`src/rtl/dm_pkg.sv`:
```
// Shared types and defaults for the LSU data-memory bridge.
package dm_pkg;

   typedef enum logic [1:0] {IDLE, WR_ACK, RD_WAIT} dm_state_e;

   localparam logic [3:0]  WEB_NONE     = 4'b1111;
   localparam logic [31:0] DM_BASE_DEF  = 32'h0001_0000;
   localparam int          DM_DEPTH_DEF = 16384;

endpackage

```
`src/rtl/dm_addr_decode.sv`:
```
// Byte address to SRAM word address decode for a power-of-two memory window.
module dm_addr_decode #(
   parameter logic [31:0] BASE  = 32'h0001_0000,
   parameter int          DEPTH = 16384,
   parameter int          AW    = $clog2(DEPTH)
) (
   input  logic [31:0]   addr_i,
   output logic          in_range_o,
   output logic [AW-1:0] word_o
);

   // One extra bit so DEPTH*4 == 2^32 would still compare correctly.
   localparam logic [32:0] LIMIT = 33'(DEPTH) << 2;

   logic [31:0] off;

   assign off        = addr_i - BASE;
   assign in_range_o = ({1'b0, off} < LIMIT);
   assign word_o     = off[AW+1:2];

endmodule

```
`src/rtl/lsu_dm_bridge.sv`:
```
// Arbitrates committed stores and loads onto the single-port data SRAM and
// returns write acks, load words and out-of-window errors to the LSU.
module lsu_dm_bridge
   import dm_pkg::*;
#(
   parameter logic [31:0] DM_BASE  = DM_BASE_DEF,
   parameter int          DM_DEPTH = DM_DEPTH_DEF,
   parameter int          READ_LAT = 1
) (
   input  logic                        clk,
   input  logic                        rst,
   input  logic [31:0]                 ld_st_req_addr,
   input  logic                        store_req_valid,
   output logic                        store_req_ready,
   input  logic [3:0]                  store_strb,
   input  logic [31:0]                 store_data,
   output logic                        store_data_valid,
   input  logic                        load_req_valid,
   output logic                        load_req_ready,
   output logic                        load_data_valid,
   output logic [31:0]                 load_data,
   output logic                        oob_err,
   output logic                        DM_CEB,
   output logic [3:0]                  DM_WEB,
   output logic [$clog2(DM_DEPTH)-1:0] DM_A,
   output logic [31:0]                 DM_DI,
   input  logic [31:0]                 DM_DO
);

   localparam int AW = $clog2(DM_DEPTH);

   dm_state_e     state_q, state_d;
   logic [1:0]    cnt_q, cnt_d;
   logic          inr_q, inr_d;
   logic          in_range;
   logic [AW-1:0] word;
   logic          idle, st_acc, ld_acc;

   dm_addr_decode #(.BASE(DM_BASE), .DEPTH(DM_DEPTH), .AW(AW)) u_dec (
      .addr_i     (ld_st_req_addr),
      .in_range_o (in_range),
      .word_o     (word)
   );

   // Held off while rst is high so nothing is accepted or strobed during reset.
   assign idle            = (state_q == IDLE) && !rst;
   assign st_acc          = idle && store_req_valid;
   assign ld_acc          = idle && load_req_valid && !store_req_valid;
   assign store_req_ready = idle;
   assign load_req_ready  = idle && !store_req_valid;
   assign DM_A            = word;
   assign DM_DI           = store_data;

   always_ff @(posedge clk or posedge rst) begin
      if (rst) begin
         state_q <= IDLE;
         cnt_q   <= '0;
         inr_q   <= 1'b0;
      end else begin
         state_q <= state_d;
         cnt_q   <= cnt_d;
         inr_q   <= inr_d;
      end
   end

   always_comb begin
      state_d          = state_q;
      cnt_d            = cnt_q;
      inr_d            = inr_q;
      DM_CEB           = 1'b1;
      DM_WEB           = WEB_NONE;
      store_data_valid = 1'b0;
      load_data_valid  = 1'b0;
      load_data        = 32'h0;
      oob_err          = 1'b0;
      case (state_q)
         IDLE: begin
            if (st_acc) begin
               state_d = WR_ACK;
               inr_d   = in_range;
               DM_CEB  = !in_range;
               DM_WEB  = in_range ? store_strb : WEB_NONE;
            end else if (ld_acc) begin
               state_d = RD_WAIT;
               cnt_d   = 2'(READ_LAT - 1);
               inr_d   = in_range;
               DM_CEB  = !in_range;
            end
         end
         WR_ACK: begin
            store_data_valid = 1'b1;
            oob_err          = !inr_q;
            state_d          = IDLE;
         end
         RD_WAIT: begin
            if (cnt_q == 2'd0) begin
               load_data_valid = 1'b1;
               load_data       = inr_q ? DM_DO : 32'h0;
               oob_err         = !inr_q;
               state_d         = IDLE;
            end else begin
               cnt_d = cnt_q - 2'd1;
            end
         end
         default: state_d = IDLE;
      endcase
   end

endmodule

```
`config.mk`:
```
export PLATFORM = sky130hd
export DESIGN_NAME = lsu_dm_bridge
export DESIGN_NICKNAME = d
export VERILOG_FILES = /design/src/rtl/dm_pkg.sv /design/src/rtl/dm_addr_decode.sv /design/src/rtl/lsu_dm_bridge.sv
export SDC_FILE = /design/constraint.sdc
export NUM_CORES = 1
export LEC_CHECK = 0
export ABC_AREA = 1
export CORE_AREA = 2 2 74 76
export DETAILED_ROUTE_END_ITERATION = 10
export DIE_AREA = 0 0 76 78
export PLACE_DENSITY = 0.85
export SYNTH_ARGS = -nofsm -noshare
export SYNTH_HDL_FRONTEND = slang
export SYNTH_SLANG_ARGS = --single-unit
```
`constraint.sdc`:
```
create_clock -name clk -period 2.7 [get_ports clk]
set_input_delay 0.675 -clock clk [delete_from_list [all_inputs] [get_ports clk]]
set_output_delay 0.675 -clock clk [all_outputs]
set_load 0.01 [all_outputs]
```
**After elaboration in Yosys (flattened, before gate mapping)**

Index checks and enable logic that the tools add are counted.

- $lt $le $gt $ge: 1
- Equality and inequality tests: 7
- Add/sub/neg operators: 2
- Mux-type cells: 24
- Reduce and logical (&&, ||, !) cells: 16

Operators by type and width:

| cell | number |
|---|---|
| two-way mux 32 bit | 3 |
| < comparator 32 x 17 -> 1 bit (second input constant) | 1 |
| subtractor 32 x 17 -> 32 bit (second input constant) | 1 |
| two-way mux 2 bit | 6 |
| two-way mux 4 bit | 3 |
| two-way mux 1 bit | 9 |
| != test 2 bit (second input constant) | 4 |
| one-hot mux 2 bit (2 select lines) | 2 |
| logical AND 1 bit | 5 |
| logical NOT 1 bit | 4 |
| logical NOT 2 bit | 2 |
| AND reduction 2 bit | 2 |
| AND reduction 4 bit | 1 |
| nonzero test 2 bit | 2 |
| != test 3 bit (second input constant) | 1 |
| == test 2 x 1 -> 1 bit (second input constant) | 1 |
| == test 2 bit (second input constant) | 1 |
| one-hot mux 1 bit (2 select lines) | 1 |
| subtractor 2 x 1 -> 2 bit (second input constant) | 1 |

- Logic and storage cells: 53
- Bits in registers: 5
- Output and inout port bits: 88

**Logic depth before layout (Yosys ltp)**

- Word-level depth: 7
- Gate-level depth with buffers: 9
- Gate-level depth less buffers: 9

**Cells and area by module**

A second synthesis with hierarchy kept.

- Cell total of the unflattened synthesis: 212
- Area, all modules: 1212.4 um^2

By module, submodules not included:

| module | area an instance (um^2) | instances | seq. area each (um^2) | cells each |
|---|---|---|---|---|
| lsu_dm_bridge | 914.6 | 1 | 125.1 | 160 |
| dm_addr_decode | 297.8 | 1 | 0.0 | 52 |

**Least setup slack after synthesis**

Ideal clock, no wire load.

- Path kind: input -> output
- Start point: in ld_st_req_addr[21]
- End point: out DM_WEB[0]
- Stages on the path: 5
- Arrival: 1.454 ns
- Buffers on the path: 0
- Slack: 0.571 ns
- Cells stage by stage: or2_1 > nor2_2 > nand3_2 > a21oi_2 > nand4_1

- Longest elaborated chain between the ends: 5

RTL lines:

| item | RTL line | RTL |
|---|---|---|
| start: declaration | lsu_dm_bridge.sv:12 | `input logic [31:0] ld_st_req_addr,` |
| subtractor 32 x 17 -> 32 bit | dm_addr_decode.sv:17 | `assign off = addr_i - BASE;` |
| < comparator 32 x 17 -> 1 bit | dm_addr_decode.sv:18 | `assign in_range_o = ({1'b0, off} < LIMIT);` |
| two-way mux 4 bit | lsu_dm_bridge.sv:82 | `DM_WEB = in_range ? store_strb : WEB_NONE;` |
| two-way mux 4 bit | lsu_dm_bridge.sv:78 | `if (st_acc) begin` |
| two-way mux 4 bit | lsu_dm_bridge.sv:76 | `case (state_q)` |
| end: declaration | lsu_dm_bridge.sv:24 | `output logic [3:0] DM_WEB,` |

No other way between the ends.

**Worst setup path after layout**

- Start point: reg state_q[0]
- End point: out load_data[24]

- Longest elaborated chain between the ends: 2

RTL lines:

| item | RTL line | RTL |
|---|---|---|
| start: declaration | lsu_dm_bridge.sv:32 | `dm_state_e state_q, state_d;` |
| start signal: assignment | lsu_dm_bridge.sv:60 | `state_q <= state_d;` |
| == test 2 bit | lsu_dm_bridge.sv:76 |  |
| two-way mux 32 bit | lsu_dm_bridge.sv:76 |  |
| end: declaration | lsu_dm_bridge.sv:21 | `output logic [31:0] load_data,` |

No other way between the ends.

==> results.ini <==
[synthesis]
ys_top_cells_by_area = buf_4, inv_1, nor2_1, dfrtp_1, nand2_1
syn_inst = 215
synth_top_area_share_pct = 28.7
ys_warn_count = 0
syn_area_per_cell_sq_um = 5.60
yosysSeqAreaShare_pct = 10.4
yosys_register_bits = 5
syn_nets = 323
synth_area_sq_mm = 0.00120
yosysTopAreaCell = buf_4
yosysUniqueCellTypes = 21

[clocking]
root_buffer = clkbuf_8
clockBufferDepth = 2
numCtsBuffers = 3
cts_sinks = 5
clkSlewWorstSetupHoldPaths_ns = 0.04
cts_tree = built
htreeDepth = 1
clk_latency_ns = 0.22

[place]
gp_congestion = 0.735
port_buffers = 97
place.detailed.hpwl_um = 3280

[timing]
setup_viol = 0
fmaxAchievable_ghz = 0.379
period_needed_ns = 2.64
skew_ns = 0.00302
slew_headroom_pct = 82.1
setup-tns-final_ns = 0
fin_crit_sh_pct = 97.8
hold_viol = 0
worst_pin_slew_ns = 0.269
slew_viol_final = 0

[detailed_routing]
drt_first_pass_iters = 4
routedWlPerCell_um = 11.7
ant_nets = 0
vias = 1441
first_iter_violations = 19
viasPerCell = 4.19
routed_wl_um = 4030
drc = 0

[setup_path]
critPathLaunchType = register
r2r_slack_ns = 1.04
cp_common_cell = nand2_1
end_kind = primary output
worstSetupStartpoint = state_q[0]$_DFFE_PP0P_
r2r_cells = 8
path_class = register to primary output
timing.rr.end = state_q[1]$_DFFE_PP0P_
crit_required_ns = 2.03
worstPathCellList = inv_2 -> ha_4 -> nand2_1 -> inv_1 -> nand2_1 -> buf_8 -> nor2_1 -> clkdlybuf4s50_1
crit_arrival_ns = 1.97
endpoint = load_data[24]
r2r-start = state_q[1]$_DFFE_PP0P_
slowest_delay_ns = 0.54
crit_slowest_cell = clkdlybuf4s50_1
path_max_fanout = 32

[final_layout]
fin_nets = 383
finish.utilization_pct = 41.9
fill_cells = 536
area_growth_pct = 75.6
diodes = 0
multi_input_area_sq_um = 572
layout-drive-gt1-share_pct = 13.9
seqCellArea_sq_um = 125

[power]
p_per_area_mw_per_mm2 = 303
combPwrFrac_pct = 61.0
leakage_nw = 1.51
finalPower_w = 0.000640
power.switching_w = 0.000244
ir_worst_vdd_mv = 0.245
power_frac_seq_pct = 17.4
p_clk_share_pct = 21.7
p_int_w = 0.000396
switching_share_pct = 38.1

[die]
start_util_pct = 23.9
design.die.area_sq_mm = 0.00593
rows = 26
die_w_um = 76
core_region_area_sq_mm = 0.00504
pin_count = 192
die_h_um = 78

[global_route]
grt_pass1_vias = 1366
grt_overflow = 0
gr-usage-all-layers_pct = 12.4
grt_max_degree = 33
grt_antenna_before_repair = 0
grt_pass1_wl_um = 5980

[min_path]
worstHoldStart = inr_q$_DFFE_PP0P_
hp-class = register to register

[outcome]
status = complete, no violations

[flow_run]
maxCapViolations = 0

per-layer routing:
layer,up-vias,global-route usage [%],wire (um)
met3,14,8.14,600
met5,-,0,0
met4,0,5.82,89
li1,692,-,-
met2,113,22.7,2020
met1,622,10.4,1320
worst min path at each step:
stage | end | slack, ns | cells past startpoint
3_3_place_gp | inr_q$_DFFE_PP0P_ | 0.49 | 2
6_report | inr_q$_DFFE_PP0P_ | 0.53 | 2
4_1_cts | inr_q$_DFFE_PP0P_ | 0.54 | 2
5_1_grt | inr_q$_DFFE_PP0P_ | 0.57 | 2
2_1_floorplan | cnt_q[0]$_DFFE_PP0P_ | 0.46 | 1
3_5_place_dp | inr_q$_DFFE_PP0P_ | 0.53 | 2
critical path, delay by kind of cell, from the launching register on:
kind	cells	cell delay (ns)
flip-flops	1	0.38
AND/OR/NAND/NOR	3	0.25
adder cells (fa/ha/maj)	1	0.16
buffers and inverters	4	0.92
kinds of logic (layout without fill, tap and decap cells):
family,after synthesis,count (layout),share of synthesized area (%)
simple gates,94,94,34.3
compound gates,10,10,4.68
fa+ha+maj,4,4,4.16
flops,5,5,10.4
buf+inv,102,161,46.5
state kept, by name, indices dropped and copies added (netlist names):
| name | count |
|---|---|
| inr_q | 1 |
| cnt_q | 2 |
| state_q | 2 |
stage by stage:
stage / instance area (sq um) / hold slack [ns] / worst slack (ns) / instances
final: 2110 / 0.530 / 0.0595 / 344
after global routing: 2110 / 0.571 / -0.0434 / 344
after CTS: 1990 / 0.538 / -0.00790 / 343
after detailed placement: 1950 / 0.527 / -0.418 / 339
after global placement: 1950 / 0.491 / -0.364 / 339
after floorplan: 1200 / 0.462 / 0.571 / 215
power groups by stage:
| stage | clock [W] | combinational [W] | sequential, W |
|---|---|---|---|
| after global routing | 0.000149 | 0.000438 | 0.000114 |
| final | 0.000139 | 0.000390 | 0.000111 |
| after floorplan | 0 | 0.000261 | 0.000105 |
| after CTS | 0.000142 | 0.000373 | 0.000106 |
| after global placement | 0 | 0.000355 | 0.000106 |
| after detailed placement | 0 | 0.000369 | 0.000107 |
layout by cell type (no fill, tap or decap):
master            n
ha_1              3
inv_2             3
ha_4              1
a31oi_1           1
nand3_4           1
clkbuf_1          1
or2_1             2
inv_1            50
nand2_2           3
buf_8             1
nand3_2           1
dfrtp_1           5
nand3_1           5
nor2_2           11
buf_2             5
a21oi_1           1
nand2_1          20
clkdlybuf4s50_1  53
o21ai_0           5
nor2_4            1
o21ai_1           1
a21oi_4           1
dlymetal6s2s_1   34
dlygate4sd2_1     5
o22ai_1           1
nand4_1           4
clkbuf_8          3
nand4_2           1
nor2_1           45
buf_4             6
final cells by class:
cell class | count | area share [%]
repair buffers | 104 | 51.3
clock buffers | 4 | 2.13
multi-input cells | 108 | 27.1
inverters | 53 | 9.41
flip-flops and latches | 5 | 5.92
well taps | 70 | 4.14
synthesized netlist by cell type:
library cell   n
nor2_4         1
dfrtp_1        5
a21oi_2        1
o22ai_1        1
nand4_1        4
or2_1          2
ha_1           4
nand2_1       22
nor2_1        51
nand4_2        1
o21ai_1        1
a21oi_1        1
buf_2          3
o21ai_0        5
a31oi_1        1
buf_4         46
nand2_2        1
nor2_2         5
nand3_2        1
inv_1         53
nand3_1        6
what timing repair did:
| item | 4_1_cts | 5_1_grt |
|---|---|---|
| hold buffers | 0 | 0 |
| gates resized for setup | 34 | 43 |
| buffers inserted | 0 | 1 |
| pin swaps | 12 | 21 |
| endpoints found under the hold margin | 0 | 0 |
| endpoints found under the setup margin | 37 | 36 |
Note: power is estimated with default switching activity, not from simulation.
